`src/rtl/instr_sequencer.sv`:
```
// Multi-cycle instruction sequencer: owns the PC, fetches from a registered ROM,
// holds one instruction in IR through EXEC/WB, and stops on the halt opcode.
package isa_defs_pkg;
  localparam logic [4:0] kADD = 5'h01;
  localparam logic [4:0] kAND = 5'h02;
  localparam logic [4:0] kMOV = 5'h03;
  localparam logic [4:0] kSUB = 5'h04;
  localparam logic [4:0] kOR  = 5'h05;
  localparam logic [4:0] kBRH = 5'h0A;
endpackage

module instr_sequencer
  import isa_defs_pkg::*;
#(
  parameter int         PC_W    = 8,
  parameter logic [4:0] HALT_OP = 5'b11111,
  parameter int         CNT_W   = 16
) (
  input  logic             CLK,
  input  logic             RESET,
  input  logic             START,
  input  logic [PC_W-1:0]  START_ADDRESS,
  input  logic [8:0]       INSTR,
  output logic             IMEM_RD,
  output logic [PC_W-1:0]  PC,
  output logic [8:0]       IR,
  input  logic             STALL,
  input  logic             BRANCH_TAKEN,
  input  logic [PC_W-1:0]  TARGET,
  output logic             REG_WR_EN,
  output logic             BUSY,
  output logic             DONE,
  output logic [CNT_W-1:0] CYCLE_COUNT,
  output logic [CNT_W-1:0] INSTR_COUNT
);

  typedef enum logic [2:0] {IDLE, FETCH, LATCH, EXEC, WB, HALTED} state_t;

  state_t           state, state_nxt;
  logic [PC_W-1:0]  pc_q, tgt_q;
  logic [8:0]       ir_q;
  logic             br_q;
  logic [CNT_W-1:0] cyc_q, ins_q;
  logic             start_ok;
  logic             is_brh;
  logic             busy;

  assign start_ok = START && (state == IDLE || state == HALTED);
  assign is_brh   = (ir_q[8:4] == kBRH);

  always_ff @(posedge CLK) begin
    if (RESET) state <= IDLE;
    else       state <= state_nxt;
  end

  always_comb begin
    state_nxt = state;
    IMEM_RD   = 1'b0;
    REG_WR_EN = 1'b0;
    busy      = 1'b0;
    DONE      = 1'b0;
    case (state)
      IDLE: begin
        if (START) state_nxt = FETCH;
      end
      FETCH: begin
        IMEM_RD   = 1'b1;
        busy      = 1'b1;
        state_nxt = LATCH;
      end
      LATCH: begin
        busy      = 1'b1;
        state_nxt = (INSTR[8:4] == HALT_OP) ? HALTED : EXEC;
      end
      EXEC: begin
        busy = 1'b1;
        if (!STALL) state_nxt = WB;
      end
      WB: begin
        busy      = 1'b1;
        REG_WR_EN = !is_brh;
        state_nxt = FETCH;
      end
      HALTED: begin
        DONE = 1'b1;
        if (START) state_nxt = FETCH;
      end
      default: state_nxt = IDLE;
    endcase
  end

  always_ff @(posedge CLK) begin
    if (RESET) begin
      pc_q  <= '0;
      tgt_q <= '0;
      ir_q  <= '0;
      br_q  <= 1'b0;
      cyc_q <= '0;
      ins_q <= '0;
    end else begin
      if (start_ok) begin
        pc_q  <= START_ADDRESS;
        cyc_q <= '0;
        ins_q <= '0;
      end
      if (state == LATCH) ir_q <= INSTR;
      // Branch decision is masked for non-branch opcodes so a stray BRANCH_TAKEN is harmless.
      if (state == EXEC && !STALL) begin
        br_q  <= BRANCH_TAKEN && is_brh;
        tgt_q <= TARGET;
      end
      if (state == WB) begin
        pc_q <= br_q ? tgt_q : pc_q + PC_W'(1);
        if (ins_q != '1) ins_q <= ins_q + CNT_W'(1);
      end
      if (busy && cyc_q != '1) cyc_q <= cyc_q + CNT_W'(1);
    end
  end

  assign PC          = pc_q;
  assign IR          = ir_q;
  assign BUSY        = busy;
  assign CYCLE_COUNT = cyc_q;
  assign INSTR_COUNT = ins_q;

endmodule

```
`config.mk`:
```
export PLATFORM = sky130hd
export DESIGN_NAME = instr_sequencer
export DESIGN_NICKNAME = d
export VERILOG_FILES = /design/src/rtl/instr_sequencer.sv
export SDC_FILE = /design/constraint.sdc
export NUM_CORES = 1
export LEC_CHECK = 0
export ABC_AREA = 0
export BUFFER_PORTS_ARGS = -buffer_cell sky130_fd_sc_hd__buf_4
export CORE_MARGIN = 2
export CORE_UTILIZATION = 53
export DETAILED_ROUTE_END_ITERATION = 8
export GPL_TIMING_DRIVEN = 0
export PLACE_DENSITY = 0.86
export SLEW_MARGIN = 10
export SYNTH_ARGS = -nofsm -noshare
export SYNTH_HDL_FRONTEND = slang
export SYNTH_SLANG_ARGS = --single-unit
```
`constraint.sdc`:
```
create_clock -name CLK -period 2.5 [get_ports CLK]
set_input_delay 0.5 -clock CLK [delete_from_list [all_inputs] [get_ports CLK]]
set_output_delay 0.5 -clock CLK [all_outputs]
set_load 0.005 [all_outputs]
```
## Word level (Yosys, flattened, before mapping)

Index checks and enable logic that the tools add are counted.

- Register bits: 61
- Output and inout port bits: 53
- Input port bits: 30
- Word-level logic and storage cells: 50

- Eq/ne operators: 11
- Reduce and logical (&&, ||, !) cells: 13
- Muxes and demuxes: 16
- $add $sub $neg: 3

Operator list:

| cell | count |
|---|---|
| 16-bit two-way mux | 5 |
| 16-bit by 1-bit adder with 16-bit output, second input constant | 2 |
| 16-bit != test, second input constant | 2 |
| 8-bit two-way mux | 3 |
| 3-bit one-hot mux with 5 select lines | 1 |
| 3-bit two-way mux | 3 |
| 8-bit by 1-bit adder with 8-bit output, second input constant | 1 |
| 3-bit by 2-bit equality test with 1-bit output, second input constant | 2 |
| 3-bit equality test, second input constant | 2 |
| 5-bit by 4-bit equality test with 1-bit output, second input constant | 1 |
| 5-bit equality test, second input constant | 1 |
| 1-bit logical AND | 4 |
| 1-bit two-way mux | 4 |
| 2-bit nonzero test | 2 |
| 4-bit OR reduction | 1 |
| 3-bit by 1-bit equality test with 1-bit output, second input constant | 1 |
| 3-bit zero test | 1 |
| 1-bit zero test | 2 |
| 2-bit by 1-bit != test with 1-bit output, second input constant | 1 |
| 2-bit != test, second input constant | 1 |
| 2-bit AND reduction | 1 |
| 2-bit OR reduction | 1 |
| 1-bit logical OR | 1 |

## Logic depth before layout (Yosys ltp)

- Depth in word-level cells: 6
- Depth in mapped cells: 6
- Depth with buffers taken out: 5

## Worst setup path after synthesis

OpenSTA, ideal clock, no wires.

- Path type: reg2reg
- Start point: register cyc_q[0] (netlist: CYCLE_COUNT[0])
- End point: register cyc_q[10] (netlist: CYCLE_COUNT[10])
- Arrival: 1.828 ns
- Library setup time: 0.059 ns
- Setup slack: 0.613 ns
- Data required time: 2.441 ns
- Cell stages (with the launch flop): 7
- Period minus slack after synthesis: 1.887 ns
- Buffers on the path: 1
- Cells stage by stage: dfxtp_1 -> ha_1 -> nand4_2 -> or4_4 -> buf_6 -> a21boi_4 -> a221o_1

- Word-level cells in the longest chain between the ends: 3
- Elaborated cells on any way between the ends: 5
- Those cells by class: add/sub (1); eq/ne (1); mux (1); reduce/logical (2)

Ends and longest elaborated chain:

| element | RTL line | source |
|---|---|---|
| start: declaration | 43 | `logic [CNT_W-1:0] cyc_q, ins_q;` |
| start signal: assignment | 116 | `if (busy && cyc_q != '1) cyc_q <= cyc_q + CNT_W'(1);` |
| parallel branches: the longest is 3 deep, another holds 16-bit by 1-bit adder with 16-bit output | -- |  |

Parallel ways; which one is timed is not known.
A chain may end at the register's enable or synchronous reset.

## Worst setup path in the final report

- Start point: register state[0]
- End point: output REG_WR_EN

- Word-level cells in the longest chain between the ends: 2

Ends and longest elaborated chain:

| element | RTL line | source |
|---|---|---|
| start: declaration | 39 | `state_t state, state_nxt;` |
| start signal: assignment | 53 | `else state <= state_nxt;` |
| 3-bit equality test | 62 | `case (state)` |
| 1-bit two-way mux | 62 |  |
| end: declaration | 30 | `output logic REG_WR_EN,` |

Every way passes these cells.

==> key figures <==
Outcome
  – Status: complete, no violations

Finish
  – Layout filler cell count: around 480
  – Final core utilization: a little over two thirds
  – Layout cell share with drive strength beyond 1: roughly a quarter
  – Finished Cell Area: around 4200 um2
  – Fin nets: around 530
  – Synth-to-Final Area Change: 26.4%
  – Ant diodes: 0

STA
  – Final period util: 89.2%
  – Fin. max-slew vios: 0
  – Final hold slack: ~0.41 ns
  – Clk_skew: ~0.0072 ns
  – Achievable Freq: approximately 450 MHz
  – Setup TNS: 0 ns
  – Final setup violation count: 0
  – Clock period minus final worst setup slack: 2.23 ns
  – Slew margin rel.: 52.3%
  – RSZ-0062 raised after global routing: false
  – Worst-Margin Slew: 0.710 ns
  – Hold Vio Cnt, Final: 0

Global routing
  – Largest net degree at the start of global routing: 11
  – First-pass GRT wire length: ~15000 um
  – Initial antenna violation count: 0
  – GRT Util Overall: between 20% and 30%
  – Vias in the first global route: ~3.2k
  – Overflow after GRT: 0

Worst setup path
  – CP cell instances: buf_6, clkbuf_1, nor2_1, nand2_1, nor2_1, buf_4
  – Crit path largest cell delay: 0.33 ns
  – Worst path most repeated cell: nor2_1
  – Crit path max-delay family: buffers and inverters
  – Critical path startpoint category: flip-flop
  – CP Data Required Time: 2.00 ns
  – CP bufs+invs: 3
  – CP Data Arrival Time: around 1.7 ns
  – Slowest-stage cell, CP: dfxtp_1
  – CP Capture Type: primary output
  – Critical path type: reg2out
  – Critical Path Fanout Max: 10

Synthesis
  – Synth Instances: 400
  – Library cells used by synthesis: 69
  – Ys Warns: 0
  – Synthesized cell area: about 3300 um2
  – Register bit total from synthesis: 61
  – Register area share after synthesis: between 30% and 40%
  – Ys flop type: dfxtp_1
  – Post-synth top area share: 36.8%
  – Syn Nets: ~430
  – Avg Inst Size Synth: 8.29 um2
  – Post-synth top area cell: dfxtp_1
  – Most instantiated cells after synthesis: nand2_1 (62), dfxtp_1 (61), a21oi_1 (29), nand3_1 (22), nor3_1 (16)
  – Largest cells by area after synthesis: dfxtp_1 (37%), nand2_1 (7.0%), a21oi_1 (4.4%), mux2i_1 (3.6%), nand3_1 (3.3%)
  – Top-count cell post-synth: nand2_1
  – Async SR Flop Fraction: 0%
  – Post-synth EDFFs: 0

Clock tree
  – Root Buffer: clkbuf_8
  – Clock transition at the registers of the reported paths: 0.07 ns
  – Clk_lat worst skew: roughly 0.34 ns
  – TritonCTS Buffers: 9
  – Setup bufs post-CTS: 0
  – Post_cts resized: 0
  – H-tree Lvls: 3
  – Clock sink count: slightly above 60
  – Hold bufs inserted after CTS: 0
  – CTS tree: built
  – Maximum clock path buffer count: 2

Die
  – Starting Density: between 50% and 60%
  – Num ports: 83
  – Horiz. Die Dim: 83.1 um
  – Placeable Area: 5990 um2
  – FP Rows: 28
  – Die height: about 83 um
  – Die ar.: between 6000 and 7000 um2

Power and ir drop
  – Maximum vdd drop: 0.380 mV
  – Power per Cell Area: roughly 530 nW/um2
  – Overall Power: ~2.2 mW
  – Leak: 1.61 nW

Detailed routing
  – Vias/cell: roughly 6
  – DR pass1 iterations: 5
  – Final antenna-violating net count: 0
  – Drt drc: 0
  – Routed vias: 3450
  – First DRT Iteration DRCs: 260
  – Total wire length: 8730 um
  – WL/cell: around 15 um

Place
  – Final HPWL DP: around 6200 um
  – GPL Wtd Cong: slightly below 0.9
  – Port buffer count: 82
  – Dpl cell area: a little over 4000 um2

Job
  – Max-Cap Viols: 0

Min path
  – HP Class: in2reg
[path summary, 6_finish.rpt]
check / from / slack, ns / to / cells after the start
worst max-delay path: state[0] / 0.27 / REG_WR_EN / 6
worst min-delay path: TARGET[7] / 0.41 / tgt_q[7] / 3
worst max register to register: CYCLE_COUNT[0] / 0.34 / CYCLE_COUNT[6] / 5
worst min register to register: tgt_q[1] / 0.46 / tgt_q[1] / 2
[metal layers]
| metal | GRT usage, % | share of wire (%) |
|---|---|---|
| met2 | 41.9 | 48 |
| met4 | 9.39 | 1.4 |
| met5 | 0 | 0 |
| met1 | 32.2 | 43 |
| met3 | 5.67 | 7.3 |
[worst reg2reg max path, cell delays in order (launching register included)]
cell,delay (ns)
dfxtp_1,0.44
ha_1,0.32
nand4_2,0.19
nor4_4,0.50
o21ai_1,0.36
o221ai_1,0.29
[cell usage in the layout, fill, tap and decap left out, types with 4 or more instances in the layout]
| cell type | count |
|---|---|
| a2111oi_0 | 4 |
| a211oi_1 | 6 |
| a21oi_1 | 29 |
| a31oi_1 | 5 |
| and3_1 | 4 |
| buf_2 | 6 |
| buf_4 | 83 |
| clkbuf_1 | 12 |
| clkbuf_8 | 11 |
| dfxtp_1 | 61 |
| inv_1 | 12 |
| mux2i_1 | 12 |
| nand2_1 | 62 |
| nand2b_1 | 9 |
| nand3_1 | 22 |
| nand4_1 | 11 |
| nor2_1 | 12 |
| nor3_1 | 16 |
| nor4_1 | 8 |
| o21ai_0 | 13 |
| o221ai_1 | 5 |
| or2_2 | 5 |
| or4_1 | 6 |
| xnor2_1 | 5 |
[where the power goes]
part | internal (mW) | switching [mW]
combinational | 0.184 | 0.225
sequential | 1.02 | 0.0456
clock | 0.399 | 0.358
[flip-flops by register name, summed over array words and instances, names as in the netlist]
| register | count |
|---|---|
| PC | 8 |
| CYCLE_COUNT | 16 |
| tgt_q | 8 |
| br_q | 1 |
| state | 3 |
| IR | 9 |
| INSTR_COUNT | 16 |
[per-stage QoR]
stage               std cells  worst slack, ns
CTS                       571            0.164
finish                    571            0.270
global route              571           0.0769
global placement          557            0.391
floorplan                 400            0.613
detailed placement        557            0.309
[final cells by class]
class,instances,area (um2),area share [%]
Multi-Input combinational cell,304,1930,46.2
Buffer,23,115,2.75
Clock buffer,12,155,3.70
Sequential cell,61,1220,29.1
Tap cell,75,93.8,2.24
Clock inverter,2,10.0,0.239
Inverter,12,45.0,1.07
Timing Repair Buffer,82,616,14.7
[cell families after synthesis]
group | share of synthesized area [%]
simple gates | 29.5
compound gates | 21.6
flops | 36.8
buf+inv | 4.79
mux | 4.30
xor+xnor | 1.85
fa+ha+maj | 1.13
(Power assumes the default switching activity.)
